`src/rtl/lcd_pkg.sv`:
```
// lcd_pkg
// Shared defaults for the LCD scanout path: panel geometry, pixel type,
// the colour shown when scanout runs dry, and a frame-size helper.
package lcd_pkg;

   localparam int LCD_SCREEN_WIDTH  = 800;
   localparam int LCD_SCREEN_HEIGHT = 480;
   localparam int LCD_DATA_W        = 16;

   // Number of pixels in one frame at the default geometry
   localparam int LCD_FRAME_SIZE = LCD_SCREEN_WIDTH * LCD_SCREEN_HEIGHT;

   // One RGB565 pixel
   typedef logic [LCD_DATA_W-1:0] pixel_t;

   // Solid red makes a starved scanout obvious on the panel
   localparam pixel_t LCD_UNDERRUN_COLOR = 16'hF800;

   // Frame size for a given geometry, used by the arbiter to stop fetching
   function automatic int lcd_frame_size(input int width, input int height);
      return width * height;
   endfunction

endpackage

```
`src/rtl/lcd_pix_fifo.sv`:
```
// lcd_pix_fifo
// Small synchronous prefetch FIFO between the framebuffer read port and the
// pixel output register. Flush has priority over push and pop. A pop on an
// empty FIFO is ignored. A push on a full FIFO is accepted only when a pop
// happens in the same cycle, so occupancy stays the same. The read data is
// the head entry, shown combinationally.
module lcd_pix_fifo #(
   parameter int DATA_W = 16,
   parameter int DEPTH  = 4,
   localparam int PTR_W = $clog2(DEPTH),
   localparam int CNT_W = PTR_W + 1
) (
   input  logic              CLK,
   input  logic              RST,
   input  logic              push,
   input  logic              pop,
   input  logic              flush,
   input  logic [DATA_W-1:0] din,
   output logic [DATA_W-1:0] dout,
   output logic              full,
   output logic              empty,
   output logic [CNT_W-1:0]  count
);

   logic [DATA_W-1:0] mem [DEPTH];
   logic [PTR_W-1:0]  wr_ptr;
   logic [PTR_W-1:0]  rd_ptr;
   logic              do_push;
   logic              do_pop;

   // Qualify push/pop against the current occupancy and expose status flags
   always_comb begin
      full    = (count == CNT_W'(DEPTH));
      empty   = (count == '0);
      do_pop  = pop && !empty;
      do_push = push && (!full || do_pop);
      dout    = mem[rd_ptr];
   end

   // Storage array; it needs no reset because count tells us what is valid
   always_ff @(posedge CLK) begin
      if (do_push && !flush) begin
         mem[wr_ptr] <= din;
      end
   end

   // Pointer and occupancy bookkeeping, cleared by reset or flush
   always_ff @(posedge CLK) begin
      if (RST || flush) begin
         wr_ptr <= '0;
         rd_ptr <= '0;
         count  <= '0;
      end else begin
         if (do_push) begin
            wr_ptr <= wr_ptr + PTR_W'(1);
         end
         if (do_pop) begin
            rd_ptr <= rd_ptr + PTR_W'(1);
         end
         case ({do_push, do_pop})
            2'b10:   count <= count + CNT_W'(1);
            2'b01:   count <= count - CNT_W'(1);
            default: count <= count;
         endcase
      end
   end

endmodule

```
`src/rtl/lcd_scan_arbiter.sv`:
```
// lcd_scan_arbiter
// Shares one single-port framebuffer between LCD scanout and a host writer.
// Scanout prefetch has fixed priority: whenever the prefetch FIFO plus any read
// in flight has room, the frame is not finished, and we are outside vertical
// sync, the cycle goes to a read. Otherwise a pending host write is granted.
// Pixel and sync strobes are registered together so they stay aligned.
// Optional feature macro: LCD_ARB_UNDERRUN_CNT_EN adds a saturating 16-bit
// underrun pixel counter on port UNDERRUN_CNT.
module lcd_scan_arbiter
   import lcd_pkg::*;
#(
   parameter int SCREEN_WIDTH  = LCD_SCREEN_WIDTH,
   parameter int SCREEN_HEIGHT = LCD_SCREEN_HEIGHT,
   parameter int ADDR_W        = 19,
   parameter int DATA_W        = LCD_DATA_W,
   parameter int FIFO_DEPTH    = 4,
   parameter logic [DATA_W-1:0] UNDERRUN_COLOR = DATA_W'(LCD_UNDERRUN_COLOR)
) (
   input  logic              CLK,
   input  logic              RST,
   input  logic              DE_IN,
   input  logic              HSYNC_IN,
   input  logic              VSYNC_IN,
   output logic [ADDR_W-1:0] MEM_ADDR,
   output logic              MEM_RD,
   output logic              MEM_WR,
   output logic [DATA_W-1:0] MEM_WDATA,
   input  logic [DATA_W-1:0] MEM_RDATA,
   input  logic              HOST_REQ,
   input  logic [ADDR_W-1:0] HOST_ADDR,
   input  logic [DATA_W-1:0] HOST_WDATA,
   output logic              HOST_ACK,
   output logic [DATA_W-1:0] PIXEL,
   output logic              DE_OUT,
   output logic              HSYNC_OUT,
   output logic              VSYNC_OUT,
   output logic              UNDERRUN
`ifdef LCD_ARB_UNDERRUN_CNT_EN
   ,
   output logic [15:0]       UNDERRUN_CNT
`endif
);

   localparam int CNT_W = $clog2(FIFO_DEPTH) + 1;
   localparam logic [ADDR_W:0] FRAME_SIZE =
      (ADDR_W+1)'(lcd_frame_size(SCREEN_WIDTH, SCREEN_HEIGHT));
   localparam logic [CNT_W:0] LVL_MAX = (CNT_W+1)'(FIFO_DEPTH);

   logic [ADDR_W-1:0] fptr;
   logic              in_flight;
   logic [CNT_W:0]    lvl;
   logic              fetch_ok;
   logic              rd_grant;
   logic              wr_grant;

   logic              fifo_push;
   logic              fifo_pop;
   logic [DATA_W-1:0] fifo_dout;
   logic              fifo_full;
   logic              fifo_empty;
   logic [CNT_W-1:0]  fifo_count;

   // Returning read data enters the FIFO unless vertical sync discards it;
   // every DE cycle tries to pop, and vertical sync empties the FIFO
   assign fifo_push = in_flight && !VSYNC_IN;
   assign fifo_pop  = DE_IN;

   lcd_pix_fifo #(
      .DATA_W (DATA_W),
      .DEPTH  (FIFO_DEPTH)
   ) u_fifo (
      .CLK   (CLK),
      .RST   (RST),
      .push  (fifo_push),
      .pop   (fifo_pop),
      .flush (VSYNC_IN),
      .din   (MEM_RDATA),
      .dout  (fifo_dout),
      .full  (fifo_full),
      .empty (fifo_empty),
      .count (fifo_count)
   );

   // Fixed-priority grant: prefetch first, then host, and nothing while in reset
   always_comb begin
      lvl       = {1'b0, fifo_count} + {{CNT_W{1'b0}}, in_flight};
      fetch_ok  = !RST && !VSYNC_IN && !fifo_full && (lvl < LVL_MAX)
                  && ({1'b0, fptr} < FRAME_SIZE);
      rd_grant  = fetch_ok;
      wr_grant  = !RST && !fetch_ok && HOST_REQ;
      MEM_RD    = rd_grant;
      MEM_WR    = wr_grant;
      HOST_ACK  = wr_grant;
      MEM_ADDR  = '0;
      MEM_WDATA = '0;
      if (rd_grant) begin
         MEM_ADDR = fptr;
      end else if (wr_grant) begin
         MEM_ADDR  = HOST_ADDR;
         MEM_WDATA = HOST_WDATA;
      end
   end

   // Fetch pointer walks the frame once and parks at the end until vertical sync
   always_ff @(posedge CLK) begin
      if (RST || VSYNC_IN) begin
         fptr <= '0;
      end else if (rd_grant) begin
         fptr <= fptr + ADDR_W'(1);
      end
   end

   // Remember that a read was issued so its data is pushed next cycle
   always_ff @(posedge CLK) begin
      if (RST) begin
         in_flight <= 1'b0;
      end else begin
         in_flight <= rd_grant;
      end
   end

   // Output stage: pixel, delayed strobes and the sticky underrun flag
   always_ff @(posedge CLK) begin
      if (RST) begin
         PIXEL     <= '0;
         DE_OUT    <= 1'b0;
         HSYNC_OUT <= 1'b0;
         VSYNC_OUT <= 1'b0;
         UNDERRUN  <= 1'b0;
      end else begin
         DE_OUT    <= DE_IN;
         HSYNC_OUT <= HSYNC_IN;
         VSYNC_OUT <= VSYNC_IN;
         if (!DE_IN) begin
            PIXEL <= '0;
         end else if (fifo_empty) begin
            PIXEL <= UNDERRUN_COLOR;
         end else begin
            PIXEL <= fifo_dout;
         end
         if (VSYNC_IN) begin
            UNDERRUN <= 1'b0;
         end else if (DE_IN && fifo_empty) begin
            UNDERRUN <= 1'b1;
         end
      end
   end

`ifdef LCD_ARB_UNDERRUN_CNT_EN
   // Count starved pixels per frame, saturating so it never wraps to zero
   always_ff @(posedge CLK) begin
      if (RST || VSYNC_IN) begin
         UNDERRUN_CNT <= '0;
      end else if (DE_IN && fifo_empty && (UNDERRUN_CNT != 16'hFFFF)) begin
         UNDERRUN_CNT <= UNDERRUN_CNT + 16'd1;
      end
   end
`endif

endmodule

```
`config.mk`:
```
export PLATFORM = sky130hd
export DESIGN_NAME = lcd_scan_arbiter
export DESIGN_NICKNAME = d
export VERILOG_FILES = /design/src/rtl/lcd_pkg.sv /design/src/rtl/lcd_pix_fifo.sv /design/src/rtl/lcd_scan_arbiter.sv
export SDC_FILE = /design/constraint.sdc
export NUM_CORES = 1
export LEC_CHECK = 0
export BUFFER_PORTS_ARGS = -buffer_cell sky130_fd_sc_hd__buf_2
export CAP_MARGIN = 20
export CORE_ASPECT_RATIO = 0.8
export CORE_MARGIN = 2
export CORE_UTILIZATION = 35
export CTS_CLUSTER_SIZE = 24
export DETAILED_ROUTE_END_ITERATION = 10
export SYNTH_ARGS = -nofsm -noshare
export SYNTH_HDL_FRONTEND = slang
export SYNTH_SLANG_ARGS = --single-unit
```
`constraint.sdc`:
```
create_clock -name CLK -period 2.55 [get_ports CLK]
set_input_delay 0.1275 -clock CLK [delete_from_list [all_inputs] [get_ports CLK]]
set_output_delay 0.1275 -clock CLK [all_outputs]
set_load 0.03 [all_outputs]
```
==> results_dict.tcl <==
set metrics [dict create \
    run_status "completed" \
    dpl.hpwl_um 6860 \
    static-leakage-power_nw 2.51 \
    start_kind "flip-flop" \
    ctsRootBufferMaster "sky130_fd_sc_hd__clkbuf_16" \
    async_reset_ff_share_pct 0 \
    setup_tns_ns 0 \
    post-route-period-util_pct 92.4 \
    part_of_the_power_in_combinational_logic_pct 5.9 \
    floorplan.die.height_um 108 \
    synthDominantAreaCellType "sky130_fd_sc_hd__edfxtp_1" \
    floorplan.initialDensity_pct 36.2 \
    yosys-top-cells-count "sky130_fd_sc_hd__edfxtp_1 (64), sky130_fd_sc_hd__dfxtp_1 (49), sky130_fd_sc_hd__nor2_1 (23)" \
    switching_power_mw 1.03 \
    place_congestion 0.790 \
    avgRoutedWirePerCell_um 15.5 \
    post_route_antenna_net_violation_count 0 \
    tritoncts.num_buffers 17 \
    via_cell_ratio 4.89 \
    postCtsHoldBufs 17 \
    grt_remaining_overflow 0 \
    placement.setup.worst_slack_ns 0.221 \
    cell_internal_pwr_mw 3.60 \
    grt_pass1_vias 3439 \
    core-area_mm2 0.0130 \
    max_freq_mhz 424 \
    layout-drive-gt1-share_pct 36.7 \
    post-route-min-period_ns 2.36 \
    timing.slew.headroom_pct 48.5 \
    skew_ns 0.00973 \
    synth_top_area_share_pct 40.8 \
    synth.net_count 414 \
    swShare_pct 22.3 \
    clock_tree_from_tritoncts "done" \
    worstHoldPathType "in2reg" \
    synth.ff_latch_count 113 \
    synthesis.area_mm2 0.00471 \
    clkTransAtPathRegs_ns 0.06 \
    grt_pass1_wl_um 16500 \
    crit_required_ns 2.42 \
    max_cap_viol 0 \
    synthesis.instances 350 \
    design.final.nets 555 \
    detailedRoute.firstPassIterationCount 4 \
    yosysWarningCount 0 \
    seqPwrFrac_pct 42.2 \
    yosysMostFrequentCell "sky130_fd_sc_hd__edfxtp_1" \
    ys_top_cells_by_area "sky130_fd_sc_hd__edfxtp_1 (41%), sky130_fd_sc_hd__dfxtp_1 (21%), sky130_fd_sc_hd__mux4_2 (7.6%)" \
    end_kind "output port" \
    clock_insertion_delay_worst_skew_ns 0.41 \
    design.die.area_mm2 0.0144 \
    area_delta_synth_final_pct 32.9 \
    finalWorstSetupSlack_ns 0.194 \
    antenna_diode_instance_count 0 \
    initial_antenna_violation_count 0 \
    drt_wl_total_um 10500 \
    number_of_clock_sinks 113 \
    rsz0062_at_grt "no" \
    num_vias 3317 \
    synth-edff-count 64 \
    worstPathMaxFanout 27 \
    synth-seq-area-share_pct 61.6 \
    crit_path_arrival_time_ns 2.23 \
    tightestPinTransition_ns 0.767 \
    grt_start_max_net_pins 38 \
    h_tree_depth 4 \
    power_density_mw_per_mm2 740 \
    drc_errors 0 \
    drtIter0Drc 185 \
    groute.usage.overall_pct 15.1 \
    timing_hold_violations_final 0 \
    highest_ir_drop_seen_on_vdd_mv 0.448 \
    final-setup-viol-count 0 \
    boundaryPins 115 \
    die-width_um 134 \
    max-clock-path-buffers 2 \
    final-max-slew-violation-count 0 \
    synth_flop_cell "sky130_fd_sc_hd__edfxtp_1" \
    netlist-cell-type-count 44 \
    timing_worst_setup_path_type "reg2out" \
    port_buffers 114 \
    post_cts.resized_instances 0 \
    num_rows 37 \
    post-cts-setup-buffer-count 0 \
    p_clk_share_pct 51.8 \
    avgSynthCellArea_um2 13.5 \
]
-- sequential cells by signal, indices dropped and copies added (netlist names), 2 cells and up, named ones only --
name           cells
u_fifo.count       3
PIXEL             16
u_fifo.rd_ptr      2
u_fifo.wr_ptr      2
fptr              19
u_fifo.mem        64
-- area by class of cell --
class / instances / area [um^2]
Multi-Input combinational cell: 207 / 1670
Fill cell: 1162 / 6750
Clock inverter: 15 / 181
Tap cell: 175 / 219
Clock buffer: 17 / 425
Timing Repair Buffer: 144 / 838
Sequential cell: 113 / 2900
Inverter: 8 / 30.0
-- stage by stage --
step / std cells / power, mW / instance area (um^2) / utilization (%) / hold WS, ns
after detailed placement: 630 / 2.25 / 5490 / 42.2 / 0.347
after global placement: 630 / 2.25 / 5490 / 42.2 / 0.339
after CTS: 679 / 4.68 / 6260 / 48.1 / 0.0226
after global routing: 679 / 4.79 / 6260 / 48.1 / 0.0580
final: 679 / 4.63 / 6260 / 48.1 / 0.0379
after floorplan: 350 / 2.14 / 4710 / - / 0.226
-- metal layers --
layer	GRT usage, %	part of all wire [%]	wire (um)
met1	17.5	42	4450
met2	26.0	52	5420
met3	4.52	4.6	480
met4	6.53	1.3	132
met5	0	0	0
-- final timing paths --
check / startpoint / endpoint / slack (ns) / depth (start not counted)
min reg2reg: UNDERRUN / UNDERRUN / 0.49 / 2
min: RST / VSYNC_OUT / 0.04 / 2
max: fptr[11] / MEM_ADDR[10] / 0.19 / 6
max reg2reg: u_fifo.count[2] / u_fifo.count[2] / 0.23 / 10
-- power groups by stage --
| stage | Combinational [mW] | Sequential [mW] | Clock [mW] |
|---|---|---|---|
| finish | 0.275 | 1.96 | 2.40 |
| global route | 0.300 | 1.96 | 2.53 |
| CTS | 0.278 | 1.96 | 2.45 |
| detailed placement | 0.257 | 1.99 | 0 |
| global placement | 0.252 | 1.99 | 0 |
| floorplan | 0.132 | 2.01 | 0 |
-- worst max-delay path, stage by stage, from the launching register on --
cell	delay, ns
sky130_fd_sc_hd__dfxtp_1	0.45
sky130_fd_sc_hd__a31o_1	0.23
sky130_fd_sc_hd__and3_4	0.40
sky130_fd_sc_hd__nor2_1	0.09
sky130_fd_sc_hd__buf_4	0.21
sky130_fd_sc_hd__a22o_1	0.25
sky130_fd_sc_hd__buf_2	0.18
-- cells by family after synthesis --
| family | count (synthesis) | synth area share (%) |
|---|---|---|
| xor gates and xnor gates | 5 | 0.930 |
| muxes | 26 | 9.77 |
| adders and majority gates | 7 | 2.02 |
| DFF | 113 | 61.6 |
| AOI/OAI and AO/OA | 46 | 7.30 |
| buffers and inverters | 30 | 3.05 |
| and+or+nand+nor | 123 | 15.3 |
-- cell usage in the layout (no fill, tap or decap), types with 8 or more instances in the layout --
cell | netlist | layout
sky130_fd_sc_hd__dlygate4sd3_1 | 0 | 17
sky130_fd_sc_hd__clkbuf_16 | 0 | 17
sky130_fd_sc_hd__nand3_1 | 8 | 8
sky130_fd_sc_hd__nor2_1 | 23 | 23
sky130_fd_sc_hd__mux4_2 | 16 | 16
sky130_fd_sc_hd__nand2_1 | 16 | 16
sky130_fd_sc_hd__or3_1 | 8 | 8
sky130_fd_sc_hd__mux2i_1 | 10 | 10
sky130_fd_sc_hd__a22o_1 | 19 | 19
sky130_fd_sc_hd__inv_1 | 8 | 8
sky130_fd_sc_hd__edfxtp_1 | 64 | 64
sky130_fd_sc_hd__buf_2 | 10 | 114
sky130_fd_sc_hd__and2_1 | 21 | 21
sky130_fd_sc_hd__and3_1 | 17 | 17
sky130_fd_sc_hd__a21oi_1 | 12 | 12
sky130_fd_sc_hd__buf_4 | 1 | 13
sky130_fd_sc_hd__dfxtp_1 | 49 | 49
(Power assumes the default switching activity.)
